### src/rtl/kf8259_host_pkg.sv
// Shared types for the KF8259 host-side bus initiator: FSM states, timer width, latched command.
package kf8259_host_pkg;

    localparam int unsigned TIMER_WIDTH = 4;
    localparam int unsigned DATA_WIDTH  = 8;

    typedef enum logic [2:0] {
        ST_IDLE,
        ST_SETUP,
        ST_STROBE,
        ST_HOLD,
        ST_INTA1,
        ST_INTA_GAP,
        ST_INTA2,
        ST_VECTOR
    } state_e;

    typedef struct packed {
        logic                  write;
        logic                  address;
        logic [DATA_WIDTH-1:0] wdata;
    } cmd_t;

endpackage

### src/rtl/kf8259_strobe_timer.sv
// Load/decrement phase timer; done_o is high while the count sits at zero (no wrap-around).
module kf8259_strobe_timer
    import kf8259_host_pkg::*;
(
    input  logic                   clock,
    input  logic                   reset_n,
    input  logic                   load_i,
    input  logic [TIMER_WIDTH-1:0] load_value_i,
    output logic                   done_o
);

    logic [TIMER_WIDTH-1:0] count_q;
    logic [TIMER_WIDTH-1:0] count_d;
    logic                   done_q;

    always_comb begin
        count_d = count_q;
        if (load_i) begin
            count_d = load_value_i;
        end else if (count_q != '0) begin
            count_d = count_q - TIMER_WIDTH'(1);
        end
    end

    always_ff @(posedge clock or negedge reset_n) begin
        if (!reset_n) begin
            count_q <= '0;
            done_q  <= 1'b1;
        end else begin
            count_q <= count_d;
            done_q  <= (count_d == '0);
        end
    end

    assign done_o = done_q;

endmodule

### src/rtl/kf8259_host_interface.sv
// CPU-side initiator for a KF8259 PIC: timed CS#/RD#/WR# bus cycles and the two-pulse INTA
// sequence with vector capture, handed to the host over valid/ready.
module kf8259_host_interface
    import kf8259_host_pkg::*;
#(
    parameter int unsigned STROBE_CYCLES = 2,
    parameter int unsigned GAP_CYCLES    = 1
) (
    input  logic                  clock,
    input  logic                  reset_n,
    input  logic                  cmd_valid,
    output logic                  cmd_ready,
    input  logic                  cmd_write,
    input  logic                  cmd_address,
    input  logic [DATA_WIDTH-1:0] cmd_wdata,
    output logic                  rsp_valid,
    output logic [DATA_WIDTH-1:0] rsp_rdata,
    input  logic                  int_enable,
    input  logic                  interrupt_to_cpu,
    output logic                  vector_valid,
    output logic [DATA_WIDTH-1:0] vector,
    input  logic                  vector_ready,
    output logic                  chip_select_n,
    output logic                  read_enable_n,
    output logic                  write_enable_n,
    output logic                  address,
    output logic [DATA_WIDTH-1:0] data_bus_out,
    input  logic [DATA_WIDTH-1:0] data_bus_in,
    output logic                  interrupt_acknowledge_n
);

    localparam logic [TIMER_WIDTH-1:0] STROBE_LOAD = TIMER_WIDTH'(STROBE_CYCLES - 1);
    localparam logic [TIMER_WIDTH-1:0] GAP_LOAD    = TIMER_WIDTH'(GAP_CYCLES - 1);

    state_e                  state_q;
    cmd_t                    cmd_q;
    logic                    cs_n_q;
    logic                    rd_n_q;
    logic                    wr_n_q;
    logic                    inta_n_q;
    logic                    rsp_valid_q;
    logic [DATA_WIDTH-1:0]   rsp_rdata_q;
    logic                    vector_valid_q;
    logic [DATA_WIDTH-1:0]   vector_q;

    logic                    irq_c;
    logic                    timer_load_c;
    logic [TIMER_WIDTH-1:0]  timer_value_c;
    logic                    timer_done;

    assign irq_c     = interrupt_to_cpu & int_enable;
    assign cmd_ready = (state_q == ST_IDLE) && !irq_c;

    // Timer reloads on the same edge that enters each timed phase.
    always_comb begin
        timer_load_c  = 1'b0;
        timer_value_c = STROBE_LOAD;
        case (state_q)
            ST_IDLE:     timer_load_c = irq_c;
            ST_SETUP:    timer_load_c = 1'b1;
            ST_INTA1: begin
                timer_load_c  = timer_done;
                timer_value_c = GAP_LOAD;
            end
            ST_INTA_GAP: timer_load_c = timer_done;
            default:     timer_load_c = 1'b0;
        endcase
    end

    kf8259_strobe_timer u_timer (
        .clock        (clock),
        .reset_n      (reset_n),
        .load_i       (timer_load_c),
        .load_value_i (timer_value_c),
        .done_o       (timer_done)
    );

    always_ff @(posedge clock or negedge reset_n) begin
        if (!reset_n) begin
            state_q        <= ST_IDLE;
            cmd_q          <= '0;
            cs_n_q         <= 1'b1;
            rd_n_q         <= 1'b1;
            wr_n_q         <= 1'b1;
            inta_n_q       <= 1'b1;
            rsp_valid_q    <= 1'b0;
            rsp_rdata_q    <= '0;
            vector_valid_q <= 1'b0;
            vector_q       <= '0;
        end else begin
            rsp_valid_q <= 1'b0;
            case (state_q)
                ST_IDLE: begin
                    // A pending interrupt wins over a command presented in the same cycle.
                    if (irq_c) begin
                        inta_n_q <= 1'b0;
                        state_q  <= ST_INTA1;
                    end else if (cmd_valid) begin
                        cmd_q.write   <= cmd_write;
                        cmd_q.address <= cmd_address;
                        cmd_q.wdata   <= cmd_write ? cmd_wdata : '0;
                        cs_n_q        <= 1'b0;
                        state_q       <= ST_SETUP;
                    end
                end
                ST_SETUP: begin
                    rd_n_q  <= cmd_q.write;
                    wr_n_q  <= !cmd_q.write;
                    state_q <= ST_STROBE;
                end
                ST_STROBE: begin
                    if (timer_done) begin
                        rd_n_q  <= 1'b1;
                        wr_n_q  <= 1'b1;
                        state_q <= ST_HOLD;
                        if (!cmd_q.write) begin
                            rsp_valid_q <= 1'b1;
                            rsp_rdata_q <= data_bus_in;
                        end
                    end
                end
                ST_HOLD: begin
                    cs_n_q  <= 1'b1;
                    state_q <= ST_IDLE;
                end
                ST_INTA1: begin
                    if (timer_done) begin
                        inta_n_q <= 1'b1;
                        state_q  <= ST_INTA_GAP;
                    end
                end
                ST_INTA_GAP: begin
                    if (timer_done) begin
                        inta_n_q <= 1'b0;
                        state_q  <= ST_INTA2;
                    end
                end
                ST_INTA2: begin
                    if (timer_done) begin
                        inta_n_q       <= 1'b1;
                        vector_q       <= data_bus_in;
                        vector_valid_q <= 1'b1;
                        state_q        <= ST_VECTOR;
                    end
                end
                ST_VECTOR: begin
                    if (vector_ready) begin
                        vector_valid_q <= 1'b0;
                        state_q        <= ST_IDLE;
                    end
                end
                default: state_q <= ST_IDLE;
            endcase
        end
    end

    assign chip_select_n           = cs_n_q;
    assign read_enable_n           = rd_n_q;
    assign write_enable_n          = wr_n_q;
    assign interrupt_acknowledge_n = inta_n_q;
    assign address                 = cmd_q.address;
    assign data_bus_out            = cmd_q.wdata;
    assign rsp_valid               = rsp_valid_q;
    assign rsp_rdata               = rsp_rdata_q;
    assign vector_valid            = vector_valid_q;
    assign vector                  = vector_q;

endmodule

### config.mk
export PLATFORM = sky130hd
export DESIGN_NAME = kf8259_host_interface
export DESIGN_NICKNAME = d
export VERILOG_FILES = /design/src/rtl/kf8259_host_pkg.sv /design/src/rtl/kf8259_strobe_timer.sv /design/src/rtl/kf8259_host_interface.sv
export SDC_FILE = /design/constraint.sdc
export NUM_CORES = 1
export LEC_CHECK = 0
export CORE_ASPECT_RATIO = 0.5
export CORE_MARGIN = 2
export CORE_UTILIZATION = 42
export DETAILED_ROUTE_END_ITERATION = 8
export PLACE_DENSITY = 0.74
export SKIP_LAST_GASP = 1
export SYNTH_ARGS = -nofsm -noshare
export SYNTH_HDL_FRONTEND = slang
export SYNTH_SLANG_ARGS = --single-unit
### constraint.sdc
create_clock -name clock -period 1.5 [get_ports clock]
set_input_delay 0.225 -clock clock [delete_from_list [all_inputs] [get_ports clock]]
set_output_delay 0.225 -clock clock [all_outputs]
set_load 0.02 [all_outputs]
==> results by group <==
Worst setup path
  • Worst-path fanout max: 6
  • Crit Path Class: register to register
  • Critical Path AT: 1.81 ns
  • Critical Path Source Type: register
  • CP startpoint: state_q[0]
  • FF-to-FF Start: state_q[0]
  • CP Capture Type: register
  • Worst Path Required: 1.68 ns

Flow run
  • Max_cap viols: 0

Synthesis
  • Main flop type after synthesis: dfrtp_1
  • Sequential share of the synthesized area: between 50% and 60%
  • Syn Area/Cell: ~12 µm²
  • Post-synth EDFFs: 0
  • Commonest cells post-synth: dfrtp_1 (35), mux2_2 (17), a21bo_2 (8), buf_4 (8), nand4_1 (8)
  • Mapped cell area: 1860 µm²
  • Synth area leader: dfrtp_1
  • Post-synth ARST share: 100%
  • Yosys reg bits: 40
  • Synth area leaders: dfrtp_1 (47%), mux2_2 (10%), dfstp_2 (7.1%)
  • Post-Synthesis Cells: 152
  • Yosys cell types: 40
  • Post-synth top area share: 47.1%
  • Most common cell in the netlist: dfrtp_1
  • Syn nets: around 180
  • Synth Warn #: 0

Drt
  • Drt initial violations: 36
  • DRT antenna net count: 0
  • Total number of vias: 1468
  • Final wirelength: 4580 µm
  • Post-route DRC: 0
  • Drt pass-1 iters: 4
  • Via density: 5.11
  • DR WL/cell: approximately 16 µm

Status
  • Outcome: finished with violations
  • Failing checks: setup timing

Layout
  • Share of cells above drive strength 1: between 30% and 40%
  • Nets: 254
  • Final instance area: 2880 µm²
  • Area grow syn2layout: 54.6%
  • N_diodes: 0
  • Layout Cells excl Fill: ~290

Placement
  • Cell count after placement: 267
  • Pre-CTS setup slack: -0.505 ns
  • Placed Area: 2540 µm²
  • DP HPWL: 2890 µm
  • Final Wtd Congestion: 0.741
  • PortBufs: 55

Pwr
  • Internal: roughly 0.0035 W
  • Worst VDD drop: between 0.0008 and 0.0009 V
  • Total power: approximately 0.0056 W
  • Psw: 0.00210 W
  • Clock power frac: 12.7%
  • Leak: 1.55 nW
  • Combinational Power Share: 53.0%
  • Reg power frac: 34.3%
  • P per Cell Area: 1940 nW/µm²
  • Sw Share: between 30% and 40%

STA
  • Max-slew headroom: approximately 70%
  • Final worst slack: -0.131 ns
  • Tcrit/Tclk final: 109%
  • Slew @ Worst Pin: 0.442 ns
  • Clk_skew: between 0.003 and 0.004 ns
  • Final hold vios: 0
  • Min cycle time layout: ~1.6 ns
  • Final setup viols: 19
  • Slew Viols, Final: 0
  • Setup TNS: -1.33 ns
  • Max Fclk: 613 MHz
  • RSZ-0062 raised after global routing: true

Floorplanning
  • Core Area: 4320 µm²
  • Initial Util: 43.1%
  • IO Pins: 56
  • Rows: 17
  • Die extent in y: 51.1 µm
  • Die X: 98.1 µm
  • Die area: 5010 µm²

Global routing
  • Gr usage total: 19.4%
  • GR peak layer: met2
  • Vias in the first global route: 1560
  • Largest net degree at the start of global routing: 18
  • Met3 Use GR: 4.65%
  • First-pass GRT wire length: 7530 µm
  • Met2 Resource Use GR: 35.2%
  • Antenna violations before repair: 0
  • Grt ovf: 0
  • Grt met1 use: 23.5%

Clocking
  • Root Driver: clkbuf_8
  • TritonCTS clock tree: built
  • H-tree depth: 2
  • Clk Latency, worst-skew pair: 0.29 ns
  • Clock buffer depth: 2
  • CTS Buf Count: 5
  • Clock Pin Slew Worst Setup and Hold Paths: 0.08 ns
  • Clock sink total: 40

Hold path
  • Hold Crit Class: input pin to asynchronous set/reset pin
==> placed cells by master, fill, tap and decap left out, types with 6 or more instances in the layout <==
cell type,n
buf_6,8
mux2_4,10
dlygate4sd2_1,12
mux2_2,9
a21bo_2,8
nand4_1,8
clkdlybuf4s50_1,21
dlymetal6s2s_1,20
dfrtp_1,34
buf_4,19
nor2_1,6
==> sequential cells by signal, summed over array words and instances, names as in the netlist <==
signal                   count
interrupt_acknowledge_n      1
read_enable_n                1
cmd_q                        1
u_timer.done_o               1
vector_valid                 1
u_timer.count_q              4
chip_select_n                1
rsp_rdata                    8
rsp_valid                    1
write_enable_n               1
address                      1
state_q                      3
data_bus_out                 8
vector                       8
==> cell families after synthesis <==
kind of cell / share of synthesized area [%]
AOI/OAI and AO/OA: 13.8
xor gates and xnor gates: 0.942
adders and majority gates: 0.672
buffers and inverters: 6.39
DFF: 54.1
muxes: 12.4
and+or+nand+nor: 11.6
==> per-stage QoR <==
stage	hold WS, ns	util, %
finish	0.364	66.6
floorplan	-0.0706	-
CTS	0.371	64.4
detailed placement	0.155	58.8
global route	0.388	66.6
global placement	0.149	58.8
==> cell type report <==
type / instances / area (µm²)
clock buffer: 5 / 68.8
sequential: 40 / 1010
multi-input combinational: 92 / 832
clock inverter: 3 / 18.8
timing repair buffer: 85 / 858
inverter: 5 / 18.8
fill: 329 / 1440
tap: 57 / 71.3
==> power groups by stage <==
stage               Sequential (W)  Clock (W)  Combinational [W]
floorplan                  0.00222          0            0.00137
global placement           0.00192          0            0.00267
detailed placement         0.00194          0            0.00274
CTS                        0.00192   0.000735            0.00286
global route               0.00199   0.000786            0.00317
finish                     0.00192   0.000712            0.00296
==> what timing repair did <==
| action | in CTS | in global routing |
|---|---|---|
| setup endpoints to repair | 38 | 50 |
| setup buffers | 6 | 4 |
| endpoints found under the hold margin | 11 | 0 |
| gates resized for setup | 38 | 27 |
| hold buffers | 1 | 0 |
| gates cloned | 1 | 0 |
| pin swaps | 12 | 2 |
==> critical path, stage by stage (launching register included) <==
cell	delay, ns
dfrtp_1	0.42
a2111oi_4	0.38
buf_4	0.19
buf_12	0.14
nand2_8	0.07
mux2_4	0.32
==> final timing paths <==
kind	endpoint	slack [ns]	cells past startpoint
min in group clock	data_bus_out[4]	0.49	1
max in group asynchronous	chip_select_n	0.55	3
setup reg to reg	address	-0.13	5
hold reg to reg	data_bus_out[4]	0.49	1
hold / removal	data_bus_out[5]	0.36	2
setup / recovery	address	-0.13	5
==> routing by layer <==
metal  part of all wire, %  wire length [µm]
met5                     0                 0
met4                  0.74                34
met3                   4.3               198
met2                    54              2470
met1                    41              1870
Power figures use the tool's default switching activity.
